===== src/rtl/rs_wakeup_select_if.sv =====
`default_nettype none
// ============================================================================
// Module   : rs_wakeup_select_if
// Purpose  : Bundles the dispatch (alloc), result broadcast (cdb) and issue
//            handshakes of the wakeup/select reservation station.
// Ports    : alloc_*  - dispatch request, payload and ready/free status
//            cdb_*    - NUM_CDB parallel result broadcast ports (packed)
//            issue_*  - valid/ready handshake toward the functional unit
//            num_free - count of free entries
// Modports : master - the side driving dispatch/broadcast and consuming issue
//            slave  - the reservation station itself
// Revision : 1.0 - initial release
// ============================================================================
interface rs_wakeup_select_if #(
  parameter int DEPTH   = 8,
  parameter int TAG_W   = 4,
  parameter int DATA_W  = 32,
  parameter int OP_W    = 5,
  parameter int NUM_CDB = 2
);
  localparam int CNT_W = $clog2(DEPTH + 1);

  logic                      alloc_valid;
  logic                      alloc_ready;
  logic [TAG_W-1:0]          alloc_tag;
  logic [OP_W-1:0]           alloc_op;
  logic                      alloc_src1_busy;
  logic [DATA_W-1:0]         alloc_src1;
  logic                      alloc_src2_busy;
  logic [DATA_W-1:0]         alloc_src2;

  logic [NUM_CDB-1:0]        cdb_valid;
  logic [NUM_CDB*TAG_W-1:0]  cdb_tag;
  logic [NUM_CDB*DATA_W-1:0] cdb_data;

  logic                      issue_valid;
  logic                      issue_ready;
  logic [TAG_W-1:0]          issue_tag;
  logic [OP_W-1:0]           issue_op;
  logic [DATA_W-1:0]         issue_src1;
  logic [DATA_W-1:0]         issue_src2;

  logic [CNT_W-1:0]          num_free;

  modport master (
    output alloc_valid, alloc_tag, alloc_op,
           alloc_src1_busy, alloc_src1, alloc_src2_busy, alloc_src2,
           cdb_valid, cdb_tag, cdb_data, issue_ready,
    input  alloc_ready, issue_valid, issue_tag, issue_op,
           issue_src1, issue_src2, num_free
  );

  modport slave (
    input  alloc_valid, alloc_tag, alloc_op,
           alloc_src1_busy, alloc_src1, alloc_src2_busy, alloc_src2,
           cdb_valid, cdb_tag, cdb_data, issue_ready,
    output alloc_ready, issue_valid, issue_tag, issue_op,
           issue_src1, issue_src2, num_free
  );
endinterface
`default_nettype wire


===== src/rtl/rs_wakeup_select.sv =====
`default_nettype none
// ============================================================================
// Module   : rs_wakeup_select
// Purpose  : DEPTH-entry ALU reservation station. Entries wait for busy
//            source operands, wake from NUM_CDB parallel broadcast ports
//            (with same-cycle bypass on allocation) and the oldest ready
//            entry is issued over a valid/ready handshake. Entries are freed
//            on issue only.
// Ports    : clk   - clock
//            rst   - asynchronous active-low reset
//            flush - synchronous squash of all entries
//            rs    - slave modport of rs_wakeup_select_if (alloc, cdb, issue,
//                    num_free)
// Revision : 1.0 - initial release
// ============================================================================
module rs_wakeup_select #(
  parameter int DEPTH   = 8,
  parameter int TAG_W   = 4,
  parameter int DATA_W  = 32,
  parameter int OP_W    = 5,
  parameter int NUM_CDB = 2
) (
  input  logic              clk,
  input  logic              rst,
  input  logic              flush,
  rs_wakeup_select_if.slave rs
);
  localparam int CNT_W = $clog2(DEPTH + 1);

  // Entry storage
  logic [DEPTH-1:0]  r_valid;
  logic [DEPTH-1:0]  r_busy1;
  logic [DEPTH-1:0]  r_busy2;
  logic [TAG_W-1:0]  r_tag  [DEPTH];
  logic [OP_W-1:0]   r_op   [DEPTH];
  logic [DATA_W-1:0] r_src1 [DEPTH];
  logic [DATA_W-1:0] r_src2 [DEPTH];
  // r_older[i][j] = 1 means entry i is older than entry j. Diagonal stays 0.
  logic [DEPTH-1:0]  r_older [DEPTH];

  logic [DATA_W:0]   w_wk1 [DEPTH];   // {hit, data} wakeup lookup, src1
  logic [DATA_W:0]   w_wk2 [DEPTH];   // {hit, data} wakeup lookup, src2
  logic [DATA_W:0]   w_byp1;
  logic [DATA_W:0]   w_byp2;
  logic [DEPTH-1:0]  w_ready;
  logic [DEPTH-1:0]  w_sel;
  logic [DEPTH-1:0]  w_alloc_oh;
  logic [CNT_W-1:0]  w_num_free;
  logic              w_any_free;
  logic              w_alloc_fire;
  logic              w_issue_valid;
  logic              w_issue_fire;
  logic [TAG_W-1:0]  w_issue_tag;
  logic [OP_W-1:0]   w_issue_op;
  logic [DATA_W-1:0] w_issue_src1;
  logic [DATA_W-1:0] w_issue_src2;

  // Broadcast lookup: scan from the highest port down so the lowest-index
  // matching port is the one left in the result.
  function automatic logic [DATA_W:0] cdb_lookup(
    input logic [TAG_W-1:0]          tag,
    input logic [NUM_CDB-1:0]        vld,
    input logic [NUM_CDB*TAG_W-1:0]  tags,
    input logic [NUM_CDB*DATA_W-1:0] data
  );
    logic [DATA_W:0] res;
    res = '0;
    for (int p = NUM_CDB - 1; p >= 0; p--) begin
      if (vld[p] && (tags[p*TAG_W +: TAG_W] == tag)) begin
        res = {1'b1, data[p*DATA_W +: DATA_W]};
      end
    end
    return res;
  endfunction

  always_comb begin
    for (int i = 0; i < DEPTH; i++) begin
      w_wk1[i] = cdb_lookup(r_src1[i][TAG_W-1:0], rs.cdb_valid, rs.cdb_tag, rs.cdb_data);
      w_wk2[i] = cdb_lookup(r_src2[i][TAG_W-1:0], rs.cdb_valid, rs.cdb_tag, rs.cdb_data);
    end
    w_byp1 = cdb_lookup(rs.alloc_src1[TAG_W-1:0], rs.cdb_valid, rs.cdb_tag, rs.cdb_data);
    w_byp2 = cdb_lookup(rs.alloc_src2[TAG_W-1:0], rs.cdb_valid, rs.cdb_tag, rs.cdb_data);
  end

  // Readiness uses registered state only, giving a 1-cycle wake-to-issue.
  assign w_ready = r_valid & ~r_busy1 & ~r_busy2;

  // Oldest-ready select: an entry is chosen if no other ready entry is older.
  always_comb begin
    for (int i = 0; i < DEPTH; i++) begin
      w_sel[i] = w_ready[i];
      for (int j = 0; j < DEPTH; j++) begin
        if (w_ready[j] && r_older[j][i]) begin
          w_sel[i] = 1'b0;
        end
      end
    end
  end

  always_comb begin
    w_issue_tag  = '0;
    w_issue_op   = '0;
    w_issue_src1 = '0;
    w_issue_src2 = '0;
    for (int i = 0; i < DEPTH; i++) begin
      if (w_sel[i]) begin
        w_issue_tag  = r_tag[i];
        w_issue_op   = r_op[i];
        w_issue_src1 = r_src1[i];
        w_issue_src2 = r_src2[i];
      end
    end
  end

  assign w_issue_valid = (|w_ready) && !flush;
  assign w_issue_fire  = w_issue_valid && rs.issue_ready;

  // Free-slot view is taken from registered valid bits only, so a slot
  // released by this cycle's issue is not reused until the next cycle and
  // issue_ready has no path to alloc_ready/num_free.
  assign w_alloc_oh   = ~r_valid & (r_valid + DEPTH'(1));  // lowest clear bit
  assign w_any_free   = ~&r_valid;
  assign w_alloc_fire = rs.alloc_valid && w_any_free;

  always_comb begin
    w_num_free = '0;
    for (int i = 0; i < DEPTH; i++) begin
      if (!r_valid[i]) begin
        w_num_free = w_num_free + CNT_W'(1);
      end
    end
  end

  always_ff @(posedge clk or negedge rst) begin
    if (!rst) begin
      r_valid <= '0;
      r_busy1 <= '0;
      r_busy2 <= '0;
      for (int i = 0; i < DEPTH; i++) begin
        r_tag[i]   <= '0;
        r_op[i]    <= '0;
        r_src1[i]  <= '0;
        r_src2[i]  <= '0;
        r_older[i] <= '0;
      end
    end else if (flush) begin
      r_valid <= '0;
    end else begin
      for (int i = 0; i < DEPTH; i++) begin
        if (r_valid[i] && r_busy1[i] && w_wk1[i][DATA_W]) begin
          r_src1[i]  <= w_wk1[i][DATA_W-1:0];
          r_busy1[i] <= 1'b0;
        end
        if (r_valid[i] && r_busy2[i] && w_wk2[i][DATA_W]) begin
          r_src2[i]  <= w_wk2[i][DATA_W-1:0];
          r_busy2[i] <= 1'b0;
        end
        if (w_issue_fire && w_sel[i]) begin
          r_valid[i] <= 1'b0;
        end
        if (w_alloc_fire) begin
          if (w_alloc_oh[i]) begin
            // New entry: older than nothing, younger than everyone else.
            r_valid[i] <= 1'b1;
            r_tag[i]   <= rs.alloc_tag;
            r_op[i]    <= rs.alloc_op;
            r_busy1[i] <= rs.alloc_src1_busy && !w_byp1[DATA_W];
            r_src1[i]  <= (rs.alloc_src1_busy && w_byp1[DATA_W]) ?
                          w_byp1[DATA_W-1:0] : rs.alloc_src1;
            r_busy2[i] <= rs.alloc_src2_busy && !w_byp2[DATA_W];
            r_src2[i]  <= (rs.alloc_src2_busy && w_byp2[DATA_W]) ?
                          w_byp2[DATA_W-1:0] : rs.alloc_src2;
            r_older[i] <= '0;
          end else begin
            r_older[i] <= r_older[i] | w_alloc_oh;
          end
        end
      end
    end
  end

  assign rs.alloc_ready = w_any_free;
  assign rs.num_free    = w_num_free;
  assign rs.issue_valid = w_issue_valid;
  assign rs.issue_tag   = w_issue_tag;
  assign rs.issue_op    = w_issue_op;
  assign rs.issue_src1  = w_issue_src1;
  assign rs.issue_src2  = w_issue_src2;

endmodule
`default_nettype wire


===== src/flat_wrapper.sv =====
// flat-port wrapper written by rule: the top's interface ports become plain ports
module rs_wakeup_select_flat 
#(
  parameter int DEPTH   = 8,
  parameter int TAG_W   = 4,
  parameter int DATA_W  = 32,
  parameter int OP_W    = 5,
  parameter int NUM_CDB = 2
)
  (clk, rst, flush, rs_alloc_valid, rs_alloc_tag, rs_alloc_op, rs_alloc_src1_busy, rs_alloc_src1, rs_alloc_src2_busy, rs_alloc_src2, rs_cdb_valid, rs_cdb_tag, rs_cdb_data, rs_issue_ready, rs_alloc_ready, rs_issue_valid, rs_issue_tag, rs_issue_op, rs_issue_src1, rs_issue_src2, rs_num_free);
  rs_wakeup_select_if #(.DEPTH(DEPTH), .TAG_W(TAG_W), .DATA_W(DATA_W), .OP_W(OP_W), .NUM_CDB(NUM_CDB)) rs_i ();
  input  logic clk;
  input  logic rst;
  input  logic flush;
  input wire logic [$bits(rs_i.alloc_valid)-1:0] rs_alloc_valid;
  input wire logic [$bits(rs_i.alloc_tag)-1:0] rs_alloc_tag;
  input wire logic [$bits(rs_i.alloc_op)-1:0] rs_alloc_op;
  input wire logic [$bits(rs_i.alloc_src1_busy)-1:0] rs_alloc_src1_busy;
  input wire logic [$bits(rs_i.alloc_src1)-1:0] rs_alloc_src1;
  input wire logic [$bits(rs_i.alloc_src2_busy)-1:0] rs_alloc_src2_busy;
  input wire logic [$bits(rs_i.alloc_src2)-1:0] rs_alloc_src2;
  input wire logic [$bits(rs_i.cdb_valid)-1:0] rs_cdb_valid;
  input wire logic [$bits(rs_i.cdb_tag)-1:0] rs_cdb_tag;
  input wire logic [$bits(rs_i.cdb_data)-1:0] rs_cdb_data;
  input wire logic [$bits(rs_i.issue_ready)-1:0] rs_issue_ready;
  output wire logic [$bits(rs_i.alloc_ready)-1:0] rs_alloc_ready;
  output wire logic [$bits(rs_i.issue_valid)-1:0] rs_issue_valid;
  output wire logic [$bits(rs_i.issue_tag)-1:0] rs_issue_tag;
  output wire logic [$bits(rs_i.issue_op)-1:0] rs_issue_op;
  output wire logic [$bits(rs_i.issue_src1)-1:0] rs_issue_src1;
  output wire logic [$bits(rs_i.issue_src2)-1:0] rs_issue_src2;
  output wire logic [$bits(rs_i.num_free)-1:0] rs_num_free;
  assign rs_i.alloc_valid = rs_alloc_valid;
  assign rs_i.alloc_tag = rs_alloc_tag;
  assign rs_i.alloc_op = rs_alloc_op;
  assign rs_i.alloc_src1_busy = rs_alloc_src1_busy;
  assign rs_i.alloc_src1 = rs_alloc_src1;
  assign rs_i.alloc_src2_busy = rs_alloc_src2_busy;
  assign rs_i.alloc_src2 = rs_alloc_src2;
  assign rs_i.cdb_valid = rs_cdb_valid;
  assign rs_i.cdb_tag = rs_cdb_tag;
  assign rs_i.cdb_data = rs_cdb_data;
  assign rs_i.issue_ready = rs_issue_ready;
  assign rs_alloc_ready = rs_i.alloc_ready;
  assign rs_issue_valid = rs_i.issue_valid;
  assign rs_issue_tag = rs_i.issue_tag;
  assign rs_issue_op = rs_i.issue_op;
  assign rs_issue_src1 = rs_i.issue_src1;
  assign rs_issue_src2 = rs_i.issue_src2;
  assign rs_num_free = rs_i.num_free;
  rs_wakeup_select #(.DEPTH(DEPTH), .TAG_W(TAG_W), .DATA_W(DATA_W), .OP_W(OP_W), .NUM_CDB(NUM_CDB)) u_core (.clk(clk), .rst(rst), .flush(flush), .rs(rs_i));
endmodule

===== config.mk =====
export PLATFORM = sky130hd
export DESIGN_NAME = rs_wakeup_select_flat
export DESIGN_NICKNAME = d
export VERILOG_FILES = /design/src/rtl/rs_wakeup_select_if.sv /design/src/rtl/rs_wakeup_select.sv /design/src/flat_wrapper.sv
export SDC_FILE = /design/constraint.sdc
export NUM_CORES = 2
export LEC_CHECK = 0
export BUFFER_PORTS_ARGS = -buffer_cell sky130_fd_sc_hd__buf_2
export CAP_MARGIN = 40
export CORE_UTILIZATION = 63
export DETAILED_ROUTE_END_ITERATION = 8
export PLACE_DENSITY = 0.84
export SYNTH_ARGS = -nofsm -noshare
export SYNTH_HDL_FRONTEND = slang
export SYNTH_SLANG_ARGS = --single-unit

===== constraint.sdc =====
create_clock -name clk -period 5.65 [get_ports clk]
set_input_delay 0.565 -clock clk [delete_from_list [all_inputs] [get_ports clk]]
set_output_delay 0.565 -clock clk [all_outputs]
set_load 0.05 [all_outputs]

Yosys cells after proc, flatten, opt, wreduce, memory -nomap -nowiden

Index checks and enable logic that the tools add are counted.

Add/sub/neg operators: 8
$mul: 0
Div/mod/pow operators: 0
$lt $le $gt $ge: 0
Eq/ne operators: 36
Shift operators: 0
Muxes and demuxes: 271
Bitwise logic cells: 15
Reduce and logical (&&, ||, !) cells: 162

Operators with widths:

| cell                                        | count |
|---|---|
| two-way mux 32 bit                          | 66 |
| two-way mux 33 bit                          | 36 |
| logical AND 1 bit                           | 147 |
| equality test 4 bit                         | 36 |
| two-way mux 1 bit                           | 137 |
| two-way mux 8 bit                           | 9 |
| OR 8 bit                                    | 8 |
| two-way mux 4 bit                           | 15 |
| two-way mux 5 bit                           | 8 |
| adder 4 x 1 -> 4 bit, second input constant | 6 |
| AND 8 bit                                   | 3 |
| NOT 8 bit                                   | 3 |
| AND reduction 3 bit                         | 8 |
| adder 8 x 1 -> 8 bit, second input constant | 1 |
| AND reduction 8 bit                         | 1 |
| OR reduction 8 bit                          | 1 |
| zero test 1 bit                             | 4 |
| adder 1 x 1 -> 2 bit, second input constant | 1 |
| AND reduction 2 bit                         | 1 |
| NOT 1 bit                                   | 1 |

Bits in registers: 672
Latch bits: 0
Bits in writable memories: 0
ROM bits: 0
Input bits: 154
Output and inout port bits: 79
Memories kept: 0

Logic depth before layout (Yosys ltp)

Word-level depth: 20
Depth in mapped cells: 22
Depth with buffers taken out: 21

Worst setup path after synthesis

No wires, ideal clock.

Path kind: reg-to-output
Start: register u_core.r_valid[0]
End: output rs_num_free[2]
Arrival time: 4644 ps
Required time: 5085 ps
Path slack: 441 ps
Cell stages (with the launch flop): 22
Buffers on the path: 1
Path through: dfrtp_1 -> buf_2 -> inv_1 -> ha_1 -> xnor2_1 -> ha_1 -> nand2b_1 -> o31ai_1 -> ha_1 -> mux2_2 -> ha_1 -> inv_1 -> o21ai_0 -> a31oi_1 -> inv_1 -> ha_1 -> nor2_1 -> a21oi_1 -> ha_1 -> nor2b_1 -> xnor2_1 -> xnor2_1

Cells in the longest elaborated chain, start to end: 15

Ends and longest elaborated chain:

| item                              | RTL line                | source |
|---|---|---|
| from (decl)                       | rs_wakeup_select.sv:31  | `logic [DEPTH-1:0] r_valid;` |
| from (signal assigned)            | rs_wakeup_select.sv:136 | `r_valid <= '0;` |
| from (signal assigned)            | rs_wakeup_select.sv:147 | `r_valid <= '0;` |
| from (signal, indexed assignment) | rs_wakeup_select.sv:159 | `r_valid[i] <= 1'b0;` |
| two-way mux 1 bit (*)             | rs_wakeup_select.sv:128 | `if (!r_valid[i]) begin` |
| adder 1 x 1 -> 2 bit              | rs_wakeup_select.sv:129 | `w_num_free = w_num_free + CNT_W'(1);` |
| two-way mux 4 bit (*)             | rs_wakeup_select.sv:128 |  |
| adder 4 x 1 -> 4 bit              | rs_wakeup_select.sv:129 |  |
| two-way mux 4 bit (*)             | rs_wakeup_select.sv:128 |  |
| adder 4 x 1 -> 4 bit              | rs_wakeup_select.sv:129 |  |
| two-way mux 4 bit (*)             | rs_wakeup_select.sv:128 |  |
| adder 4 x 1 -> 4 bit              | rs_wakeup_select.sv:129 |  |
| two-way mux 4 bit (*)             | rs_wakeup_select.sv:128 |  |
| adder 4 x 1 -> 4 bit              | rs_wakeup_select.sv:129 |  |
| two-way mux 4 bit (*)             | rs_wakeup_select.sv:128 |  |
| adder 4 x 1 -> 4 bit              | rs_wakeup_select.sv:129 |  |
| two-way mux 4 bit (*)             | rs_wakeup_select.sv:128 |  |
| adder 4 x 1 -> 4 bit              | rs_wakeup_select.sv:129 |  |
| two-way mux 4 bit (*)             | rs_wakeup_select.sv:128 |  |
| to (decl)                         | flat_wrapper.sv:32      | `output wire logic [$bits(rs_i.num_free)-1:0] rs_num_free;` |

Every way passes the cells marked *; elsewhere a longest branch is shown, timed or not.

Final worst setup path

Same ends and word-level chain as after synthesis.

==> run metrics <==
routed vias/inst 8.054; most frequent cells in the layout 835 x nand2_1, 670 x dfrtp_1, 378 x nand3_1; total CTS buffers 75; type of the worst setup path reg2out; vias in the first global route 44420; LEAKAGE around 20 nW; HPWL after DPL 106000 µm; min-delay src rs_alloc_tag[3]; synth unique cells 70; GRT Max-Usage Layer met2; CP arrival around 5000 ps; Max VDD drop around 0.21 mV; Tightest Pin Transition around 1100 ps; Clock Tree Buf Depth 3; WL/cell around 33 µm; outcome finished with violations; Die ar. around 0.071 mm²; first-pass GRT wire length 274100 µm; Slew Limit Fails 0; FP Rows 96; detailed-route via count 45709; Iter 0 DRT Violations roughly 9400; Top-Level Pins 233; PD cells 277.7 mW/mm²; slew margin rel. 29.72%; GRT overflow 0; Hold Crit Depth 3; setup violators final 0; worst reg2reg endpoint u_core.r_src1[175]; f_max 181.0 MHz; worst reg2reg path depth 8; post-place instance area 0.04577 mm²; minimum clock period between 5000 and 6000 ps; Final Cell Area 0.04842 mm²; largest area contributor in the netlist dfrtp_1; CTS H-tree lvls 3; final hold slack ~210 ps; routing usage on met3 21.97%; Pre-Repair DR Iteration Count 9; clock root cell clkbuf_16; Worst Skew ~26 ps; largest net degree at the start of global routing between 150 and 200; CP Max Fanout 6; core area 0.06883 mm²; crit end category output port; Clock transition at path regs approximately 60 ps; syn avg cell area 9.108 µm²; Clk Latency, worst-skew pair 650 ps; Initial Util 63.85%; Area Overhead vs Synth 10.18%; total power 13.45 mW; met2 Usage GRT 70.30%; flops & latches, synth 672; Net Count, Synth 4988; CTS tree done; Clock Sink Count roughly 670; DIE WIDTH around 270 µm; MaxCap Viol Count 0; initial antenna violation count 7; Worst setup SP type flop; Placer Congestion 1.013; DRC 15; failing checks design-rule violations; cell area after synthesis 0.04395 mm²; final period utilization between 90% and 100%; ANT nets after route 0; R2R setup slack 1770 ps; ys flop type dfrtp_1; Post-synth ARST share 100.0%; HP Class in2reg; met1 GRT Util 63.16%; commonest non-fill, non-tap cell in the layout nand2_1; post-synthesis sequential area ratio 38.26%; Synth Instances approximately 4800; Fin. Hold Viols 0; CP Data Required Time 5090 ps; Worst Hold Path EP u_core.r_tag[19]; area share of the largest cell type after synthesis around two fifths; PortBufs approximately 230; FF-to-FF Start u_core.r_src1[162]; Post-synth EDFFs 0; gr usage total ~51%; Yosys warnings 0; WL final 184900 µm; layout cells sized above 1 about a fifth; DIE HEIGHT 266.1 µm; Synth area leaders dfrtp_1 38%, mux2i_1 8.0%, nand2_1 7.1%, o221a_2 5.8%, mux2_2 4.5%; Post-layout nets between 4000 and 5000
critical path: stages (launching register included):
cell,delay [ps]
dfrtp_1,400
buf_6,140
ha_1,210
nor2b_4,140
nor2_1,120
ha_1,250
nand2b_1,170
o31ai_4,110
ha_1,320
mux2_2,280
ha_1,270
inv_1,50
o21ai_0,80
a31oi_1,280
inv_1,80
ha_1,290
nor2_1,100
a21oi_1,70
ha_2,210
nor2b_1,130
xnor2_1,230
xnor2_1,150
buf_4,220
flip-flops by register name (all words and copies together) (netlist names):
signal and flops:
u_core.r_src1 256, u_core.r_src2 256, u_core.r_older 64, u_core.r_op 40, u_core.r_tag 32, u_core.r_busy1 8
u_core.r_busy2 8, u_core.r_valid 8
worst max-delay path by stage:
stage,start,end,depth (start not counted)
floorplan,u_core.r_valid[0],rs_num_free[2],21
global placement,u_core.r_valid[1],rs_num_free[2],21
detailed placement,u_core.r_valid[1],rs_num_free[2],21
CTS,u_core.r_valid[1],rs_num_free[2],21
global route,u_core.r_valid[0],rs_num_free[2],22
finish,u_core.r_valid[0],rs_num_free[2],22
area by class of cell:
type | count | area, µm²
clock inverters | 27 | 330.3
diodes | 1 | 2.502
repair buffers | 382 | 2833
multi-input cells | 3499 | 24890
clock buffers | 109 | 2177
fillers | 5024 | 20400
inverters | 54 | 202.7
well taps | 931 | 1165
flip-flops and latches | 672 | 16820
power breakdown:
group | leakage (nW) | switching, mW | internal [mW]
Sequential | 8.66 | 0.381 | 5.27
Clock | 1.24 | 2.17 | 2.96
Combinational | 10.1 | 1.68 | 0.986
cell families (layout without fill, tap and decap cells):
kind of cell / Yosys count / in the layout / share of synthesized area, %
adder cells (fa/ha/maj): 9 / 9 / 0.2562
XOR/XNOR: 154 / 154 / 3.132
other: 0 / 1 / 0
flip-flops: 672 / 672 / 38.26
AND/OR/NAND/NOR: 1711 / 1711 / 17.88
buffers and inverters: 654 / 572 / 6.101
multiplexers: 555 / 555 / 13.22
AO/OA/AOI/OAI: 1070 / 1070 / 21.14
Yosys cell counts (25+ instances only):
master    count
a21oi_1      58
o211ai_1     72
inv_1        53
nand2_1     837
xor2_1       90
mux2_1       30
o21ai_1      49
nor3_1      110
mux2_2      175
buf_1        25
clkbuf_1    422
nand3_1     384
dfrtp_1     672
buf_2       138
o21a_1       45
a221o_1      90
a22o_1       35
mux2i_1     350
a221oi_1    168
o22ai_1      40
o221a_2     226
o31ai_1      32
xnor2_1      62
nand4b_1     44
o221ai_1    183
nor2_1      184
per-layer routing:
| metal | part of all wire, % | vias to the layer above |
|---|---|---|
| met5 | 0.060 | - |
| met4 | 9.7 | 8 |
| met3 | 18 | 1548 |
| met2 | 40 | 5116 |
| met1 | 32 | 21331 |
| li1 | - | 17706 |
per-stage QoR:
stage	instances	TNS, ps	util, %	setup WS, ps
floorplan	4825	0	-	441.5
global placement	5508	0	65.83	534.1
detailed placement	5528	0	66.50	473.2
CTS	5665	0	70.17	31.09
global route	5675	-80.24	70.36	-80.24
finish	5675	0	70.36	126.2
repair_timing:
action	in CTS	in global routing
buffers inserted	0	8
gates cloned	0	0
endpoints found under the hold margin	5	0
hold buffers	1	0
setup endpoints to repair	2	2
pin swaps	0	6
resized for setup	3	12
Power figures use the tool's default switching activity.
